===== config.mk =====
export PLATFORM = sky130hd
export DESIGN_NAME = cpx_dest_pktq_flat
export DESIGN_NICKNAME = d
export VERILOG_FILES = /design/src/rtl/cpx_dest_pktq_if.sv /design/src/rtl/cpx_dest_pktq.sv /design/src/flat_wrapper.sv
export SDC_FILE = /design/constraint.sdc
export NUM_CORES = 1
export LEC_CHECK = 0
export BUFFER_PORTS_ARGS = -buffer_cell sky130_fd_sc_hd__buf_2
export CAP_MARGIN = 10
export CORE_MARGIN = 1
export CORE_UTILIZATION = 35
export CTS_CLUSTER_DIAMETER = 200
export DETAILED_ROUTE_END_ITERATION = 8
export GPL_TIMING_DRIVEN = 0
export PLACE_DENSITY = 0.57
export RECOVER_POWER = 50
export REMOVE_ABC_BUFFERS = 1
export SKIP_LAST_GASP = 1
export SLEW_MARGIN = 30
export SYNTH_ARGS = -nofsm -noshare
export SYNTH_HDL_FRONTEND = slang
export SYNTH_SLANG_ARGS = --single-unit

===== constraint.sdc =====
create_clock -name rclk -period 31.9 [get_ports rclk]
set_input_delay 4.785 -clock rclk [delete_from_list [all_inputs] [get_ports rclk]]
set_output_delay 4.785 -clock rclk [all_outputs]
set_load 0.05 [all_outputs]

===== src/rtl/cpx_dest_pktq_if.sv =====
// Source/core-side bus for one destination CPX packet queue.
// The master drives pushes and stall; the slave (queue) drives issue and full.
interface cpx_dest_pktq_if #(
    parameter int unsigned W = 145
);
    logic         src_req;
    logic         src_atom;
    logic [W-1:0] src_data;
    logic         q_full;
    logic         core_stall;
    logic         cpx_vld;
    logic         cpx_atom;
    logic [W-1:0] cpx_data;

    modport master (
        output src_req, src_atom, src_data, core_stall,
        input  q_full, cpx_vld, cpx_atom, cpx_data
    );

    modport slave (
        input  src_req, src_atom, src_data, core_stall,
        output q_full, cpx_vld, cpx_atom, cpx_data
    );
endinterface


===== src/rtl/cpx_dest_pktq.sv =====
// Per-core CPX return-packet queue: buffers packets, issues one per cycle
// under core stall, and never splits an IFILL atomic pair.
module cpx_dest_pktq #(
    parameter int unsigned DEPTH = 4,
    parameter int unsigned W     = 145
) (
    input  logic                 rclk,
    input  logic                 rst_l,
    cpx_dest_pktq_if.slave       bus,
    output logic                 err_ovf,
    output logic                 err_split,
    output logic [15:0]          stall_cnt
);
    localparam int unsigned PW = (DEPTH > 1) ? $clog2(DEPTH) : 1;
    localparam int unsigned CW = $clog2(DEPTH + 1);
    localparam int unsigned EW = W + 1;

    typedef enum logic {
        RUN   = 1'b0,
        PAIR2 = 1'b1
    } state_e;

    state_e         state_q, state_d;
    logic [PW-1:0]  rd_ptr_q, rd_ptr_d;
    logic [PW-1:0]  wr_ptr_q, wr_ptr_d;
    logic [CW-1:0]  count_q, count_d;
    logic           cpx_vld_q, cpx_vld_d;
    logic           cpx_atom_q, cpx_atom_d;
    logic [W-1:0]   cpx_data_q, cpx_data_d;
    logic           q_full_q, q_full_d;
    logic           err_ovf_q, err_ovf_d;
    logic           err_split_q, err_split_d;
    logic           atom_req_q, atom_req_d;
    logic [15:0]    stall_cnt_q, stall_cnt_d;
    logic [EW-1:0]  mem_q [DEPTH];
    logic [EW-1:0]  mem_d [DEPTH];

    logic [EW-1:0]  head;
    logic           head_atom;
    logic           eligible;
    logic           pop;
    logic           push_ok;

    // Issue decision and FSM; an atom head needs its partner queued before it may go.
    always_comb begin
        head        = mem_q[rd_ptr_q];
        head_atom   = head[W];
        eligible    = (count_q != '0) && (!head_atom || (count_q >= CW'(2)));
        state_d     = state_q;
        pop         = 1'b0;
        cpx_vld_d   = 1'b0;
        cpx_atom_d  = 1'b0;
        cpx_data_d  = cpx_data_q;
        stall_cnt_d = stall_cnt_q;
        case (state_q)
            RUN: begin
                if (eligible && !bus.core_stall) begin
                    pop        = 1'b1;
                    cpx_vld_d  = 1'b1;
                    cpx_atom_d = head_atom;
                    cpx_data_d = head[W-1:0];
                    if (head_atom) begin
                        state_d = PAIR2;
                    end
                end
                if (eligible && bus.core_stall && (stall_cnt_q != 16'hFFFF)) begin
                    stall_cnt_d = stall_cnt_q + 16'd1;
                end
            end
            PAIR2: begin
                // Second half goes out regardless of stall.
                state_d = RUN;
                if (count_q != '0) begin
                    pop        = 1'b1;
                    cpx_vld_d  = 1'b1;
                    cpx_data_d = head[W-1:0];
                end
            end
            default: state_d = RUN;
        endcase
    end

    // Storage, pointers, occupancy and error flags.
    always_comb begin
        push_ok     = bus.src_req && ((count_q != CW'(DEPTH)) || pop);
        err_ovf_d   = err_ovf_q || (bus.src_req && (count_q == CW'(DEPTH)) && !pop);
        wr_ptr_d    = wr_ptr_q + PW'(push_ok);
        rd_ptr_d    = rd_ptr_q + PW'(pop);
        count_d     = count_q + CW'(push_ok) - CW'(pop);
        q_full_d    = (count_d >= CW'(DEPTH - 1));
        atom_req_d  = bus.src_req && bus.src_atom;
        err_split_d = err_split_q || (atom_req_q && !bus.src_req);
        mem_d       = mem_q;
        if (push_ok) begin
            mem_d[wr_ptr_q] = {bus.src_atom, bus.src_data};
        end
    end

    always_ff @(posedge rclk) begin
        if (!rst_l) begin
            state_q     <= RUN;
            rd_ptr_q    <= '0;
            wr_ptr_q    <= '0;
            count_q     <= '0;
            cpx_vld_q   <= 1'b0;
            cpx_atom_q  <= 1'b0;
            cpx_data_q  <= '0;
            q_full_q    <= 1'b0;
            err_ovf_q   <= 1'b0;
            err_split_q <= 1'b0;
            atom_req_q  <= 1'b0;
            stall_cnt_q <= '0;
        end else begin
            state_q     <= state_d;
            rd_ptr_q    <= rd_ptr_d;
            wr_ptr_q    <= wr_ptr_d;
            count_q     <= count_d;
            cpx_vld_q   <= cpx_vld_d;
            cpx_atom_q  <= cpx_atom_d;
            cpx_data_q  <= cpx_data_d;
            q_full_q    <= q_full_d;
            err_ovf_q   <= err_ovf_d;
            err_split_q <= err_split_d;
            atom_req_q  <= atom_req_d;
            stall_cnt_q <= stall_cnt_d;
        end
    end

    // Payload array needs no reset; occupancy gates every read.
    always_ff @(posedge rclk) begin
        mem_q <= mem_d;
    end

    assign bus.cpx_vld  = cpx_vld_q;
    assign bus.cpx_atom = cpx_atom_q;
    assign bus.cpx_data = cpx_data_q;
    assign bus.q_full   = q_full_q;
    assign err_ovf      = err_ovf_q;
    assign err_split    = err_split_q;
    assign stall_cnt    = stall_cnt_q;
endmodule


===== src/flat_wrapper.sv =====
// flat-port wrapper written by rule: the top's interface ports become plain ports
module cpx_dest_pktq_flat 
#(
    parameter int unsigned DEPTH = 4,
    parameter int unsigned W     = 145
)
  (rclk, rst_l, err_ovf, err_split, stall_cnt, bus_src_req, bus_src_atom, bus_src_data, bus_core_stall, bus_q_full, bus_cpx_vld, bus_cpx_atom, bus_cpx_data);
  cpx_dest_pktq_if #(.W(W)) bus_i ();
  input  logic rclk;
  input  logic rst_l;
  output logic err_ovf;
  output logic err_split;
  output logic [15:0] stall_cnt;
  input wire logic [$bits(bus_i.src_req)-1:0] bus_src_req;
  input wire logic [$bits(bus_i.src_atom)-1:0] bus_src_atom;
  input wire logic [$bits(bus_i.src_data)-1:0] bus_src_data;
  input wire logic [$bits(bus_i.core_stall)-1:0] bus_core_stall;
  output wire logic [$bits(bus_i.q_full)-1:0] bus_q_full;
  output wire logic [$bits(bus_i.cpx_vld)-1:0] bus_cpx_vld;
  output wire logic [$bits(bus_i.cpx_atom)-1:0] bus_cpx_atom;
  output wire logic [$bits(bus_i.cpx_data)-1:0] bus_cpx_data;
  assign bus_i.src_req = bus_src_req;
  assign bus_i.src_atom = bus_src_atom;
  assign bus_i.src_data = bus_src_data;
  assign bus_i.core_stall = bus_core_stall;
  assign bus_q_full = bus_i.q_full;
  assign bus_cpx_vld = bus_i.cpx_vld;
  assign bus_cpx_atom = bus_i.cpx_atom;
  assign bus_cpx_data = bus_i.cpx_data;
  cpx_dest_pktq #(.DEPTH(DEPTH), .W(W)) u_core (.rclk(rclk), .rst_l(rst_l), .bus(bus_i), .err_ovf(err_ovf), .err_split(err_split), .stall_cnt(stall_cnt));
endmodule

# Word level (Yosys, flattened, before mapping)
# Index checks and enable logic that the tools add are counted.
# totals
ff_bits	759
latch_bits	0
ram_bits	0
rom_bits	0
memories	0
# classes
n_addsub	5
mul	0
div_mod_pow	0
n_lt_le_gt_ge	5
n_eq_ne	5
shifts	0
mux	15
bitwise	5
reduce_logical	22
# op_table
op	n
584-bit bitwise mux	1
146-bit two-way mux	3
146-bit binary-select mux with 2-bit select	1
146-bit demux with 2-bit select	1
145-bit two-way mux	2
145-bit case mux with 2 select lines	1
16-bit by 1-bit adder with 16-bit output (second input constant)	1
16-bit != test (second input constant)	1
1-bit logical AND	10
3-bit by 2-bit >= comparator with 1-bit output (second input constant)	2
3-bit >= comparator (second input constant)	2
2-bit inverter with 3-bit output	2
2-bit by 1-bit adder with 2-bit output	2
1-bit zero test	4
1-bit logical OR	4
1-bit two-way mux	4
1-bit case mux with 2 select lines	2
2-bit AND reduction	2
3-bit by 1-bit adder with 3-bit output	1
3-bit equality test (second input constant)	1
3-bit by 1-bit less-than comparator with 1-bit output (second input constant)	1
3-bit != test (second input constant)	1
1-bit inverter	3
3-bit nonzero test	1
4 further kinds	4

# Longest topological paths before layout
# Gate-level depths: netlist of the first run.
# logic_depth
word_depth	15
depth_mapped	13
mapped_depth_nobuf	10

# Least setup slack after synthesis of the first run
# No wires, ideal clock.
# synth_path
path_kind	input to register
startpoint	input bus_core_stall
endpoint	register u_core.mem_q[292] (netlist name), enable pin
setup_ns	0.860
arrival_ns	15.783
required_ns	31.040
path_slack_ns	15.256
path_stages	3
path_buffers	0
path_cell_list	a31oi_1 o31ai_1 nor3b_1
# synth_via
elab_chain_cells	6
# synth_rtl
item	line	rtl
start, declared	flat_wrapper.sv:17	input wire logic [$bits(bus_i.core_stall)-1:0] bus_core_stall;
1-bit zero test	cpx_dest_pktq.sv:57	if (eligible && !bus.core_stall) begin
1-bit logical AND	cpx_dest_pktq.sv:57	
1-bit two-way mux	cpx_dest_pktq.sv:57	
1-bit case mux with 2 select lines	cpx_dest_pktq.sv:55	case (state_q)
1-bit logical OR	cpx_dest_pktq.sv:85	push_ok = bus.src_req && ((count_q != CW'(DEPTH)) || pop);
1-bit logical AND	cpx_dest_pktq.sv:85	
end signal, assigned	cpx_dest_pktq.sv:131	mem_q <= mem_d;
end, declared	cpx_dest_pktq.sv:35	logic [EW-1:0] mem_q [DEPTH];
# Every way passes these cells.
# A chain may end at the register's enable or synchronous reset.

# Worst setup path after layout of the first run
# layout_path
startpoint	input rst_l
endpoint	register u_core.cpx_data_q[74], in the netlist u_core.bus.cpx_data[74]
# layout_rtl
item	line	rtl
start, declared	flat_wrapper.sv:10	input logic rst_l;
end signal, assigned	cpx_dest_pktq.sv:120	cpx_data_q <= cpx_data_d;
end, declared	cpx_dest_pktq.sv:29	logic [W-1:0] cpx_data_q, cpx_data_d;
# No word-level cell between the ends.

==> tab_implementation.tex, run 1 <==
\begin{tabular}{lr}
\hline
Metric & Value \\
\hline
\multicolumn{2}{l}{\textbf{Status}} \\
\quad Status & finished with violations \\
\quad Violated checks & max-capacitance violations, max-slew violations \\
\multicolumn{2}{l}{\textbf{CTS}} \\
\quad Maximum buffer depth of the clock tree & 3 \\
\quad Clock insertion delay at the later pin of the skew report & 630 ps \\
\quad H-tree depth reported by CTS & 3 \\
\quad TritonCTS Buffers & 84 \\
\quad Clock-pin transition on the worst setup and hold timing paths & $\sim$60 ps \\
\quad Number of buffers added for setup after CTS & 0 \\
\quad Count of hold buffers inserted by post-cts repair & 0 \\
\quad Number of resized instances in the post-cts repair step & 0 \\
\quad Clock sink count & 759 \\
\quad Root cell of the clock tree & sky130\_fd\_sc\_hd\_\_clkbuf\_16 \\
\quad TritonCTS clock tree & done \\
\multicolumn{2}{l}{\textbf{Power and ir drop}} \\
\quad VDD IR-drop max & 47.1 uV \\
\quad PD cells & 87.4 mW/mm\^{}2 \\
\quad Static leakage & 0.0114 uW \\
\multicolumn{2}{l}{\textbf{Cells and area}} \\
\quad Fraction of final layout cells with drive strength greater than 1 & 27.7\% \\
\quad Number of fill cells & between 7000 and 8000 \\
\quad Filler-free cell count of the finished design & 3123 \\
\quad Area added between synthesis and finish & 23.4\% \\
\quad Number of nets in the layout & 2153 \\
\quad Area of the multi-input gates & 0.00669 mm\^{}2 \\
\quad Commonest cells after routing, fill and taps aside & sky130\_fd\_sc\_hd\_\_edfxtp\_1 (584), sky130\_fd\_sc\_hd\_\_dfxtp\_1 (172), sky130\_fd\_sc\_hd\_\_clkbuf\_1 (170) \\
\quad Register area & 0.0211 mm\^{}2 \\
\quad Commonest non-fill, non-tap cell in the layout & sky130\_fd\_sc\_hd\_\_edfxtp\_1 \\
\multicolumn{2}{l}{\textbf{Worst setup path}} \\
\quad Worst setup SP type & input port \\
\quad Crit path cell chain & clkbuf\_1 > clkinvlp\_2 > clkbuf\_1 > clkbuf\_1 > a21oi\_1 \\
\quad Largest stage delay, worst path & 2780 ps \\
\quad Cell type with the highest occurrence count on the critical path & sky130\_fd\_sc\_hd\_\_clkbuf\_1 \\
\quad Data arrival at the endpoint of the critical path & $\sim$12000 ps \\
\quad WP data required & about 32000 ps \\
\quad Buf/Inv on CP & 4 \\
\quad CP max stage cell & sky130\_fd\_sc\_hd\_\_clkbuf\_1 \\
\quad Crit path max fanout & 62 \\
\quad Type of the setup path with the least slack & input port to flip-flop \\
\quad Setup crit end kind & flip-flop \\
\quad Top cell family by delay on the critical path & buffers and inverters \\
\multicolumn{2}{l}{\textbf{Routing}} \\
\quad Number of search-and-repair iterations in the first detailed-routing pass & 5 \\
\quad Top sig layer & met5 \\
\quad Post-Route WL & 73700 um \\
\quad Routed met1 length & 31500 um \\
\quad Vias after detailed routing & 16541 \\
\quad Drt drc & 0 \\
\quad Number of routed nets with antenna violations & 0 \\
\quad Sum of met3 wire segment lengths after detailed routing & 4820 um \\
\quad Met2 wire len & between 30000 and 40000 um \\
\quad Vias per cell & around 5.3 \\
\quad WL/cell & $\sim$24 um \\
\quad Initial DRC Count & roughly 1100 \\
\multicolumn{2}{l}{\textbf{Die}} \\
\quad Area of the core & 0.0794 mm\^{}2 \\
\quad Number of cell rows & 103 \\
\quad Top-Level Pins & 316 \\
\quad Horizontal die dimension & 286 um \\
\quad Total die area & 0.0819 mm\^{}2 \\
\quad Starting Density & 35.6\% \\
\quad Die Y & 286 um \\
\multicolumn{2}{l}{\textbf{Synthesis}} \\
\quad Average instance area after synthesis & 17.5 um\^{}2 \\
\quad Synthesis warning total & 0 \\
\quad Cell variety after synth & 39 \\
\quad Number of enable flip-flop cells after synthesis & 584 \\
\quad Sequential element share of the synthesized area & 74.5\% \\
\quad Synth Instances & about 1600 \\
\quad Most common flop cell mapped by yosys & sky130\_fd\_sc\_hd\_\_edfxtp\_1 \\
\quad Cell area after technology mapping & 0.0283 mm\^{}2 \\
\quad Top cell type's share of synthesized area & between 60\% and 70\% \\
\quad Flip-flop and latch count after synthesis & 759 \\
\quad FFs w/ async S/R, synth & 0\% \\
\quad Leading area contributor after synthesis & sky130\_fd\_sc\_hd\_\_edfxtp\_1 \\
\quad Leading post-synthesis cells by cell area & sky130\_fd\_sc\_hd\_\_edfxtp\_1 (62\%), sky130\_fd\_sc\_hd\_\_dfxtp\_1 (12\%), sky130\_fd\_sc\_hd\_\_mux4\_2 (12\%) \\
\multicolumn{2}{l}{\textbf{Placed design}} \\
\quad Post-detailed-placement half-perimeter wirelength & 46300 um \\
\quad Pre-CTS WS & 23660 ps \\
\quad Gp weighted congestion & 0.742 \\
\quad Dpl cells & 2962 \\
\quad Number of input and output port buffers inserted & between 300 and 400 \\
\multicolumn{2}{l}{\textbf{Timing}} \\
\quad Min Tclk post-route & 11890 ps \\
\quad Number of hold violations in the final report & 0 \\
\quad RSZ-0062 raised after global routing & false \\
\quad Final setup margin & 20010 ps \\
\quad Slew margin rel. & -156\% \\
\quad Slew at the pin closest to its max-slew limit & approximately 3800 ps \\
\quad Achievable Freq & between 80 and 90 MHz \\
\quad Total Negative Setup Slacks & 0 ps \\
\quad Post-route clock skew & between 20 and 30 ps \\
\quad Total setup violations reported at the end of the flow & 0 \\
\quad Slew Viols, Final & between 150 and 200 \\
\quad Final period utilization & 37.3\% \\
\multicolumn{2}{l}{\textbf{GRT}} \\
\quad Number of global-route vias before repair & 17694 \\
\quad Number of antenna violations at the first check in global routing & 8 \\
\quad GRT overflow & 0 \\
\quad GR Util All Layers & around 18\% \\
\quad Maximum number of pins on one net before global-route repair & 63 \\
\quad First-pass GRT wire length & between 100000 and 150000 um \\
\multicolumn{2}{l}{\textbf{Hold path}} \\
\quad Worst hold-check path type & flip-flop to flip-flop \\
\multicolumn{2}{l}{\textbf{Flow run}} \\
\quad Max-capacitance violation count & 4 \\
\hline
\end{tabular}
[power by group]
group	internal, uW	switching [uW]	leakage (uW)	total (uW)
logic	284	548	0.00324	832
clock network	583	398	0.00139	982
registers	1190	42.9	0.00678	1230
[synth_stat cells (all sizes together) (2+ instances only)]
| cell | count |
|---|---|
| nand2b | 8 |
| o31ai | 9 |
| clkbuf | 109 |
| or4 | 7 |
| a21oi | 155 |
| nor3 | 5 |
| dfxtp | 175 |
| o21ai | 147 |
| and2 | 3 |
| ha | 4 |
| and4 | 3 |
| inv | 9 |
| nand4 | 5 |
| o211ai | 146 |
| nor4 | 11 |
| edfxtp | 584 |
| mux2i | 8 |
| nor2 | 3 |
| or3 | 4 |
| and3 | 2 |
| mux4 | 146 |
| nand3 | 6 |
| nand2 | 19 |
| nor3b | 3 |
| buf | 28 |
[sequential cells by signal (all words and copies together) (netlist names)]
name / flops
u_core.wr_ptr_q: 2
u_core.err_split: 1
u_core.stall_cnt: 16
u_core.bus.cpx_atom: 1
u_core.mem_q: 584
u_core.err_ovf: 1
u_core.rd_ptr_q: 2
u_core.count_q: 3
u_core.atom_req_q: 1
u_core.bus.q_full: 1
u_core.bus.cpx_data: 145
u_core.state_q: 1
u_core.bus.cpx_vld: 1
[per-stage QoR]
stage / util [%] / area, um^2 / power, uW / hold WS (ps)
floorplan: - / 27700 / 1810 / 438
global placement: 38.6 / 30600 / 2130 / 448
detailed placement: 40.7 / 32300 / 2100 / 453
CTS: 44.2 / 35100 / 3090 / 470
global route: 43.9 / 34900 / 3170 / 494
finish: 43.9 / 34900 / 3050 / 469
[path summary, 6_finish.rpt]
| check | startpoint | end | slack [ps] | cells past startpoint |
|---|---|---|---|---|
| setup / recovery | rst_l | u_core.bus.cpx_data[74] | 20010 | 5 |
| hold / removal | u_core.bus.cpx_data[65] | u_core.bus.cpx_data[65] | 470 | 2 |
| setup reg to reg | u_core.rd_ptr_q[0] | u_core.mem_q[220] | 25710 | 15 |
| hold reg to reg | u_core.bus.cpx_data[65] | u_core.bus.cpx_data[65] | 470 | 2 |
[worst min-delay path, cell delays in order (launching register included)]
cell and delay, ps:
sky130_fd_sc_hd__dfxtp_1 300, sky130_fd_sc_hd__o21ai_0 60, sky130_fd_sc_hd__a21oi_1 60
[logic make-up after synthesis]
| logic type | count (synthesis) | synth area share (%) |
|---|---|---|
| and+or+nand+nor | 82 | 1.67 |
| adders and majority gates | 5 | 0.248 |
| xor gates and xnor gates | 2 | 0.0620 |
| AOI/OAI and AO/OA | 463 | 9.64 |
| buffers and inverters | 146 | 1.98 |
| DFF | 759 | 74.5 |
| muxes | 154 | 11.9 |
[metal layers]
metal	vias up	global-route usage, %
li1	7343	-
met1	8648	23.6
met2	442	29.5
met3	98	4.34
met4	10	5.21
met5	-	0
[final cells by class]
cell class,instances,share of cell area (%)
clock buffer,114,6.70
clock inverter,44,1.44
tap,1050,3.77
sequential,759,60.4
timing repair buffer,438,8.40
antenna,3,0.0215
multi-input combinational,706,19.2
inverter,9,0.100
(Power assumes the default switching activity.)
==> inputs of run 2 (changes only) <==
--- a/config.mk
+++ b/config.mk
@@ -12,7 +12,7 @@
 export CTS_CLUSTER_DIAMETER = 200
 export DETAILED_ROUTE_END_ITERATION = 8
 export GPL_TIMING_DRIVEN = 0
-export PLACE_DENSITY = 0.57
+export PLACE_DENSITY = 0.59
 export RECOVER_POWER = 50
 export REMOVE_ABC_BUFFERS = 1
 export SKIP_LAST_GASP = 1
==> constraint.sdc (replaced) <==
create_clock -name rclk -period 9.64 [get_ports rclk]
set_input_delay 1.446 -clock rclk [delete_from_list [all_inputs] [get_ports rclk]]
set_output_delay 1.446 -clock rclk [all_outputs]
set_load 0.05 [all_outputs]
==> tab_implementation.tex, run 2 (synthesis gave the netlist of run 1 again) <==
\begin{tabular}{lr}
\hline
Metric & Value \\
\hline
\multicolumn{2}{l}{\textbf{Status}} \\
\quad Status & finished with violations \\
\quad Violated checks & max-capacitance violations, max-slew violations \\
\multicolumn{2}{l}{\textbf{Flow run}} \\
\quad Max-capacitance violation count & 1 (-3) \\
\multicolumn{2}{l}{\textbf{Die}} \\
\quad Die Y & 286 um (unchanged) \\
\quad Horizontal die dimension & 286 um (unchanged) \\
\quad Area of the core & 0.0794 mm\^{}2 (unchanged) \\
\quad Number of cell rows & 103 (unchanged) \\
\quad Top-Level Pins & 316 (unchanged) \\
\quad Starting Density & 35.6\% (unchanged) \\
\quad Total die area & 0.0819 mm\^{}2 (unchanged) \\
\multicolumn{2}{l}{\textbf{Worst setup path}} \\
\quad Destination of the critical timing path & u\_core.bus.cpx\_data[64] \\
\quad Crit path max fanout & 86 (+39\%) \\
\quad Buf/Inv on CP & 3 (-1) \\
\quad Data arrival at the endpoint of the critical path & 7210 ps (-5040 ps) \\
\quad Crit path cell chain & clkbuf\_1 > clkinvlp\_2 > buf\_16 > a21oi\_1 \\
\quad Worst setup SP type & input port \\
\quad CP Depth & 4 (-1) \\
\quad Critical register-to-register path startpoint & u\_core.rd\_ptr\_q[0] \\
\quad WP data required & 10180 ps (-22070 ps) \\
\quad Capture point of the worst reg-to-reg path & u\_core.mem\_q[149] \\
\quad Setup crit start & rst\_l \\
\quad Type of the setup path with the least slack & input port to flip-flop \\
\quad Largest stage delay, worst path & 3480 ps (+700 ps) \\
\quad Setup crit end kind & flip-flop \\
\quad Setup slack, reg-to-reg & 4740 ps (-20970 ps) \\
\quad CP max stage cell & sky130\_fd\_sc\_hd\_\_clkinvlp\_2 \\
\quad Worst R2R Path Depth & 17 (+2) \\
\quad Top cell family by delay on the critical path & buffers and inverters \\
\multicolumn{2}{l}{\textbf{Routing}} \\
\quad Post-Route WL & 72200 um (-2.0\%) \\
\quad Drt drc & 0 (unchanged) \\
\quad Vias after detailed routing & 16646 (+0.63\%) \\
\quad WL/cell & 23.2 um (-1.9\%) \\
\quad Initial DRC Count & 1027 (-8.3\%) \\
\quad Number of routed nets with antenna violations & 0 (unchanged) \\
\quad Number of search-and-repair iterations in the first detailed-routing pass & 7 (+2) \\
\quad Vias per cell & 5.34 (+0.73\%) \\
\multicolumn{2}{l}{\textbf{CTS}} \\
\quad Clock sink count & 759 (unchanged) \\
\quad Count of hold buffers inserted by post-cts repair & 0 (unchanged) \\
\quad H-tree depth reported by CTS & 3 (unchanged) \\
\quad Number of resized instances in the post-cts repair step & 0 (unchanged) \\
\quad Root cell of the clock tree & sky130\_fd\_sc\_hd\_\_clkbuf\_16 \\
\quad Maximum buffer depth of the clock tree & 3 (unchanged) \\
\quad TritonCTS clock tree & done \\
\quad TritonCTS Buffers & 84 (unchanged) \\
\quad Clock-pin transition on the worst setup and hold timing paths & 60 ps (about the same) \\
\quad Number of buffers added for setup after CTS & 0 (unchanged) \\
\quad Clock insertion delay at the later pin of the skew report & 630 ps (about the same) \\
\multicolumn{2}{l}{\textbf{Power and ir drop}} \\
\quad Tot Pwr & 10000 uW (+230\%) \\
\quad Static leakage & 0.0108 uW (-5.2\%) \\
\quad PD cells & 289 mW/mm\^{}2 (+230\%) \\
\quad VDD IR-drop max & 178 uV (+280\%) \\
\multicolumn{2}{l}{\textbf{Placed design}} \\
\quad Post-detailed-placement half-perimeter wirelength & 45200 um (-2.3\%) \\
\quad Gp weighted congestion & 0.736 (-0.71\%) \\
\quad Dpl cells & 2961 (-0.034\%) \\
\quad Number of input and output port buffers inserted & 315 (unchanged) \\
\quad Pre-CTS WS & 4650 ps (-19010 ps) \\
\multicolumn{2}{l}{\textbf{Timing}} \\
\quad Final setup margin & 2970 ps (-17040 ps) \\
\quad Total Negative Setup Slacks & 0 ps (unchanged) \\
\quad Final period utilization & 69.2\% \\
\quad Final hold slack & 473 ps (+3.67 ps) \\
\quad Slew at the pin closest to its max-slew limit & 4130 ps (+291 ps) \\
\quad RSZ-0062 raised after global routing & false \\
\quad Number of hold violations in the final report & 0 (unchanged) \\
\quad Total setup violations reported at the end of the flow & 0 (unchanged) \\
\quad Slew margin rel. & -175\% (-19 points) \\
\quad Min Tclk post-route & 6670 ps \\
\quad Slew Viols, Final & 86 (-51\%) \\
\quad Achievable Freq & between 100 and 150 MHz \\
\quad Post-route clock skew & 17.8 ps (-7.39 ps) \\
\multicolumn{2}{l}{\textbf{Cells and area}} \\
\quad Commonest non-fill, non-tap cell in the layout & sky130\_fd\_sc\_hd\_\_edfxtp\_1 \\
\quad Number of nets in the layout & 2152 (-0.046\%) \\
\quad Largest reg by FF count & u\_core.mem\_q \\
\quad Fraction of final layout cells with drive strength greater than 1 & 20.8\% (-6.9 points) \\
\quad Commonest cells after routing, fill and taps aside & sky130\_fd\_sc\_hd\_\_edfxtp\_1 (584), sky130\_fd\_sc\_hd\_\_clkbuf\_1 (315), sky130\_fd\_sc\_hd\_\_dfxtp\_1 (172) \\
\quad Filler-free cell count of the finished design & 3120 (-0.096\%) \\
\quad Flip-flop count of the largest register after layout & 584 (unchanged) \\
\quad Area added between synthesis and finish & 23.0\% \\
\multicolumn{2}{l}{\textbf{GRT}} \\
\quad Maximum number of pins on one net before global-route repair & 87 (+38\%) \\
\quad First-pass GRT wire length & 109000 um (-2.1\%) \\
\quad Number of antenna violations at the first check in global routing & 10 (+2) \\
\quad Number of global-route vias before repair & 17517 (-1.0\%) \\
\quad GRT overflow & 0 (unchanged) \\
\quad GR Util All Layers & 17.6\% (-0.38 points) \\
\multicolumn{2}{l}{\textbf{Hold path}} \\
\quad Worst hold-check path type & flip-flop to flip-flop \\
\hline
\end{tabular}
run 2: stage by stage:
stage	area [um^2]	util (%)
6_report	34700	43.8
5_1_grt	34700	43.8
4_1_cts	35100	44.2
3_5_place_dp	32300	40.7
3_3_place_gp	30600	38.6
2_1_floorplan	27700	-
run 2: worst min path at each step:
| stage | start | end | slack (ps) | cells past startpoint |
|---|---|---|---|---|
| finish | u_core.bus.cpx_data[39] | u_core.bus.cpx_data[39] | 470 | 2 |
| global placement | u_core.bus.cpx_data[51] | u_core.bus.cpx_data[51] | 460 | 2 |
| global route | u_core.bus.cpx_data[86] | u_core.bus.cpx_data[86] | 500 | 2 |
| CTS | u_core.bus.cpx_data[39] | u_core.bus.cpx_data[39] | 470 | 2 |
| floorplan | u_core.atom_req_q | u_core.err_split | 440 | 2 |
| detailed placement | u_core.atom_req_q | u_core.err_split | 460 | 2 |
run 2: metal layers:
metal,vias up,part of all wire (%),wire [um],track usage [%]
met4,14,2.1,1500,5.90
met3,122,7.0,5020,4.69
met1,8681,41,29500,22.3
met2,490,50,36100,29.1
met5,-,0.12,86,0
li1,7339,-,-,-
run 2: area by class of cell:
| cell class | instances | area [um^2] |
|---|---|---|
| Antenna cell | 4 | 10.0 |
| Multi-Input combinational cell | 706 | 6710 |
| Fill cell | 7203 | 44600 |
| Timing Repair Buffer | 437 | 2790 |
| Clock buffer | 119 | 2370 |
| Inverter | 9 | 35.0 |
| Clock inverter | 36 | 452 |
| Tap cell | 1050 | 1310 |
| Sequential cell | 759 | 21100 |
run 2: where the power goes:
part	switching, uW	internal, uW	total, uW	leakage (uW)
logic	1790	901	2690	0.00265
registers	157	3940	4100	0.00678
clock network	1300	1950	3240	0.00138
run 2: tightest hold or removal path, cell delays in order, from the launching register on:
cell	delay, ps
sky130_fd_sc_hd__dfxtp_1	300
sky130_fd_sc_hd__o21ai_0	60
sky130_fd_sc_hd__a21oi_1	60
==> inputs of run 3 (changes only) <==
==> constraint.sdc (replaced) <==
create_clock -name rclk -period 5.8 [get_ports rclk]
set_input_delay 0.87 -clock rclk [delete_from_list [all_inputs] [get_ports rclk]]
set_output_delay 0.87 -clock rclk [all_outputs]
set_load 0.05 [all_outputs]
==> tab_implementation.tex, run 3 (synthesis gave the netlist of run 1 again) <==
\begin{tabular}{lr}
\hline
Metric & Value \\
\hline
\multicolumn{2}{l}{\textbf{GRT}} \\
\quad Number of global-route vias before repair & 17517 (unchanged) \\
\quad First-pass GRT wire length & 109000 um (unchanged) \\
\quad Global routing usage on met3 & 4.69\% (unchanged) \\
\quad Maximum number of pins on one net before global-route repair & 87 (unchanged) \\
\quad GR Util All Layers & 17.6\% (unchanged) \\
\quad Met1 Resource Use GR & 22.3\% (unchanged) \\
\quad Number of antenna violations at the first check in global routing & 10 (unchanged) \\
\quad GRT overflow & 0 (unchanged) \\
\quad Global routing met2 resource utilization & 29.1\% (unchanged) \\
\quad Layer carrying the most global-route usage & met2 \\
\multicolumn{2}{l}{\textbf{CTS}} \\
\quad Number of buffers added for setup after CTS & 0 (unchanged) \\
\quad Number of resized instances in the post-cts repair step & 0 (unchanged) \\
\quad TritonCTS clock tree & done \\
\quad Count of hold buffers inserted by post-cts repair & 0 (unchanged) \\
\quad Root cell of the clock tree & sky130\_fd\_sc\_hd\_\_clkbuf\_16 \\
\quad H-tree depth reported by CTS & 3 (unchanged) \\
\quad Clock insertion delay at the later pin of the skew report & 630 ps (about the same) \\
\quad Clock-pin transition on the worst setup and hold timing paths & 60 ps (about the same) \\
\quad TritonCTS Buffers & 84 (unchanged) \\
\quad Maximum buffer depth of the clock tree & 3 (unchanged) \\
\quad Clock sink count & 759 (unchanged) \\
\multicolumn{2}{l}{\textbf{Die}} \\
\quad Number of cell rows & 103 (unchanged) \\
\quad Area of the core & 0.0794 mm\^{}2 (unchanged) \\
\quad Total die area & 0.0819 mm\^{}2 (unchanged) \\
\quad Top-Level Pins & 316 (unchanged) \\
\quad Starting Density & 35.6\% (unchanged) \\
\quad Die Y & 286 um (unchanged) \\
\quad Horizontal die dimension & 286 um (unchanged) \\
\multicolumn{2}{l}{\textbf{Worst setup path}} \\
\quad Type of the setup path with the least slack & flip-flop to flip-flop \\
\quad Setup crit end kind & flip-flop \\
\quad Worst setup SP type & flip-flop \\
\quad Crit path max fanout & 20 (-77\%) \\
\quad WP data required & 6130 ps (-4050 ps) \\
\quad Data arrival at the endpoint of the critical path & 5240 ps (-1970 ps) \\
\multicolumn{2}{l}{\textbf{Power and ir drop}} \\
\quad Internal & 11300 uW (+66\%) \\
\quad Static leakage & 0.0107 uW (-0.71\%) \\
\quad VDD IR-drop max & 296 uV (+66\%) \\
\quad Comb power frac & 26.8\% (about the same) \\
\quad PD cells & 481 mW/mm\^{}2 (+66\%) \\
\quad Psw & 5400 uW (+66\%) \\
\quad Clk pwr share & 32.3\% (about the same) \\
\quad Switching power share of the total & 32.4\% (about the same) \\
\quad Fraction of power consumed by sequential logic & 40.9\% (about the same) \\
\multicolumn{2}{l}{\textbf{Cells and area}} \\
\quad Commonest cells after routing, fill and taps aside & sky130\_fd\_sc\_hd\_\_edfxtp\_1 (584), sky130\_fd\_sc\_hd\_\_clkbuf\_1 (334), sky130\_fd\_sc\_hd\_\_dfxtp\_1 (172) \\
\quad Largest reg by FF count & u\_core.mem\_q \\
\quad Number of nets in the layout & 2152 (unchanged) \\
\quad Flip-flop count of the largest register after layout & 584 (unchanged) \\
\quad Area added between synthesis and finish & 22.9\% (about the same) \\
\quad Fraction of final layout cells with drive strength greater than 1 & 19.8\% (-0.97 points) \\
\quad Commonest non-fill, non-tap cell in the layout & sky130\_fd\_sc\_hd\_\_edfxtp\_1 \\
\multicolumn{2}{l}{\textbf{Timing}} \\
\quad Total setup violations reported at the end of the flow & 0 (unchanged) \\
\quad Slew at the pin closest to its max-slew limit & 3710 ps (-417 ps) \\
\quad Final setup margin & 888 ps (-2080 ps) \\
\quad Min Tclk post-route & 4910 ps \\
\quad Achievable Freq & 204 MHz \\
\quad Total Negative Setup Slacks & 0 ps (unchanged) \\
\quad Slew Viols, Final & 86 (unchanged) \\
\quad Number of hold violations in the final report & 0 (unchanged) \\
\quad RSZ-0062 raised after global routing & false \\
\quad Final period utilization & 84.7\% \\
\quad Slew margin rel. & -148\% (+28 points) \\
\quad Post-route clock skew & 17.8 ps (-0.00840 ps) \\
\multicolumn{2}{l}{\textbf{Routing}} \\
\quad Post-Route WL & 72300 um (about the same) \\
\quad Number of routed nets with antenna violations & 0 (unchanged) \\
\quad Vias after detailed routing & 16644 (-0.012\%) \\
\quad Number of search-and-repair iterations in the first detailed-routing pass & 5 (-2) \\
\quad Vias per cell & 5.33 (about the same) \\
\quad Initial DRC Count & 1054 (+2.6\%) \\
\quad Drt drc & 0 (unchanged) \\
\quad WL/cell & 23.2 um (about the same) \\
\multicolumn{2}{l}{\textbf{Flow run}} \\
\quad Max-capacitance violation count & 1 (unchanged) \\
\multicolumn{2}{l}{\textbf{Status}} \\
\quad Violated checks & max-capacitance violations, max-slew violations \\
\quad Status & finished with violations \\
\multicolumn{2}{l}{\textbf{Placed design}} \\
\quad Number of input and output port buffers inserted & 315 (unchanged) \\
\quad Gp weighted congestion & 0.736 (unchanged) \\
\quad Pre-CTS WS & 820 ps (-3830 ps) \\
\quad Post-detailed-placement half-perimeter wirelength & 45200 um (unchanged) \\
\multicolumn{2}{l}{\textbf{Hold path}} \\
\quad Worst hold-check path type & flip-flop to flip-flop \\
\hline
\end{tabular}
[run 3: worst max-delay path, cell delays in order (launching register included)]
cell,delay (ps)
sky130_fd_sc_hd__dfxtp_4,590
sky130_fd_sc_hd__buf_12,280
sky130_fd_sc_hd__mux4_2,600
sky130_fd_sc_hd__a31oi_4,420
sky130_fd_sc_hd__buf_8,260
sky130_fd_sc_hd__buf_16,180
sky130_fd_sc_hd__o31ai_1,180
sky130_fd_sc_hd__nor3b_2,240
sky130_fd_sc_hd__buf_4,220
sky130_fd_sc_hd__buf_4,190
sky130_fd_sc_hd__buf_4,190
sky130_fd_sc_hd__buf_6,170
sky130_fd_sc_hd__buf_4,190
sky130_fd_sc_hd__buf_4,200
sky130_fd_sc_hd__buf_4,200
sky130_fd_sc_hd__buf_6,150
sky130_fd_sc_hd__buf_4,180
sky130_fd_sc_hd__buf_6,150
[run 3: area by class of cell]
type,count,area [um^2]
sequential,759,21100
inverter,9,33.8
tap,1050,1310
clock inverter,36,452
fill,7211,44700
timing repair buffer,437,2770
clock buffer,119,2370
multi-input combinational,706,6710
antenna,4,10.0
[run 3: per-stage QoR]
step | std cells | power (uW) | area, um^2 | utilization (%) | hold slack (ps)
floorplan | 1474 | 9940 | 27700 | - | 438
global placement | 2839 | 10900 | 30600 | 38.6 | 458
detailed placement | 2961 | 11500 | 32300 | 40.7 | 463
CTS | 3116 | 17000 | 35100 | 44.2 | 399
global route | 3119 | 17400 | 34700 | 43.7 | 465
finish | 3120 | 16700 | 34700 | 43.7 | 473
[run 3: final timing paths]
check / to / from / slack, ps / cells after the start
setup / recovery: u_core.mem_q[149] / u_core.rd_ptr_q[0] / 890 / 17
hold / removal: u_core.bus.cpx_data[39] / u_core.bus.cpx_data[39] / 470 / 2
setup reg to reg: u_core.mem_q[149] / u_core.rd_ptr_q[0] / 890 / 17
hold reg to reg: u_core.bus.cpx_data[39] / u_core.bus.cpx_data[39] / 470 / 2
[run 3: power groups by stage]
stage | combinational (uW) | sequential, uW | clock, uW
final | 4470 | 6820 | 5390
after global routing | 4770 | 6880 | 5750
after CTS | 4640 | 6810 | 5550
after detailed placement | 4630 | 6920 | 0
after global placement | 3590 | 7350 | 0
after floorplan | 1840 | 8100 | 0
[run 3: per-layer routing]
| metal | routed length [um] | vias to the layer above |
|---|---|---|
| li1 | - | 7342 |
| met4 | 1490 | 14 |
| met5 | 86 | - |
| met2 | 36200 | 514 |
| met1 | 29500 | 8654 |
| met3 | 5030 | 120 |
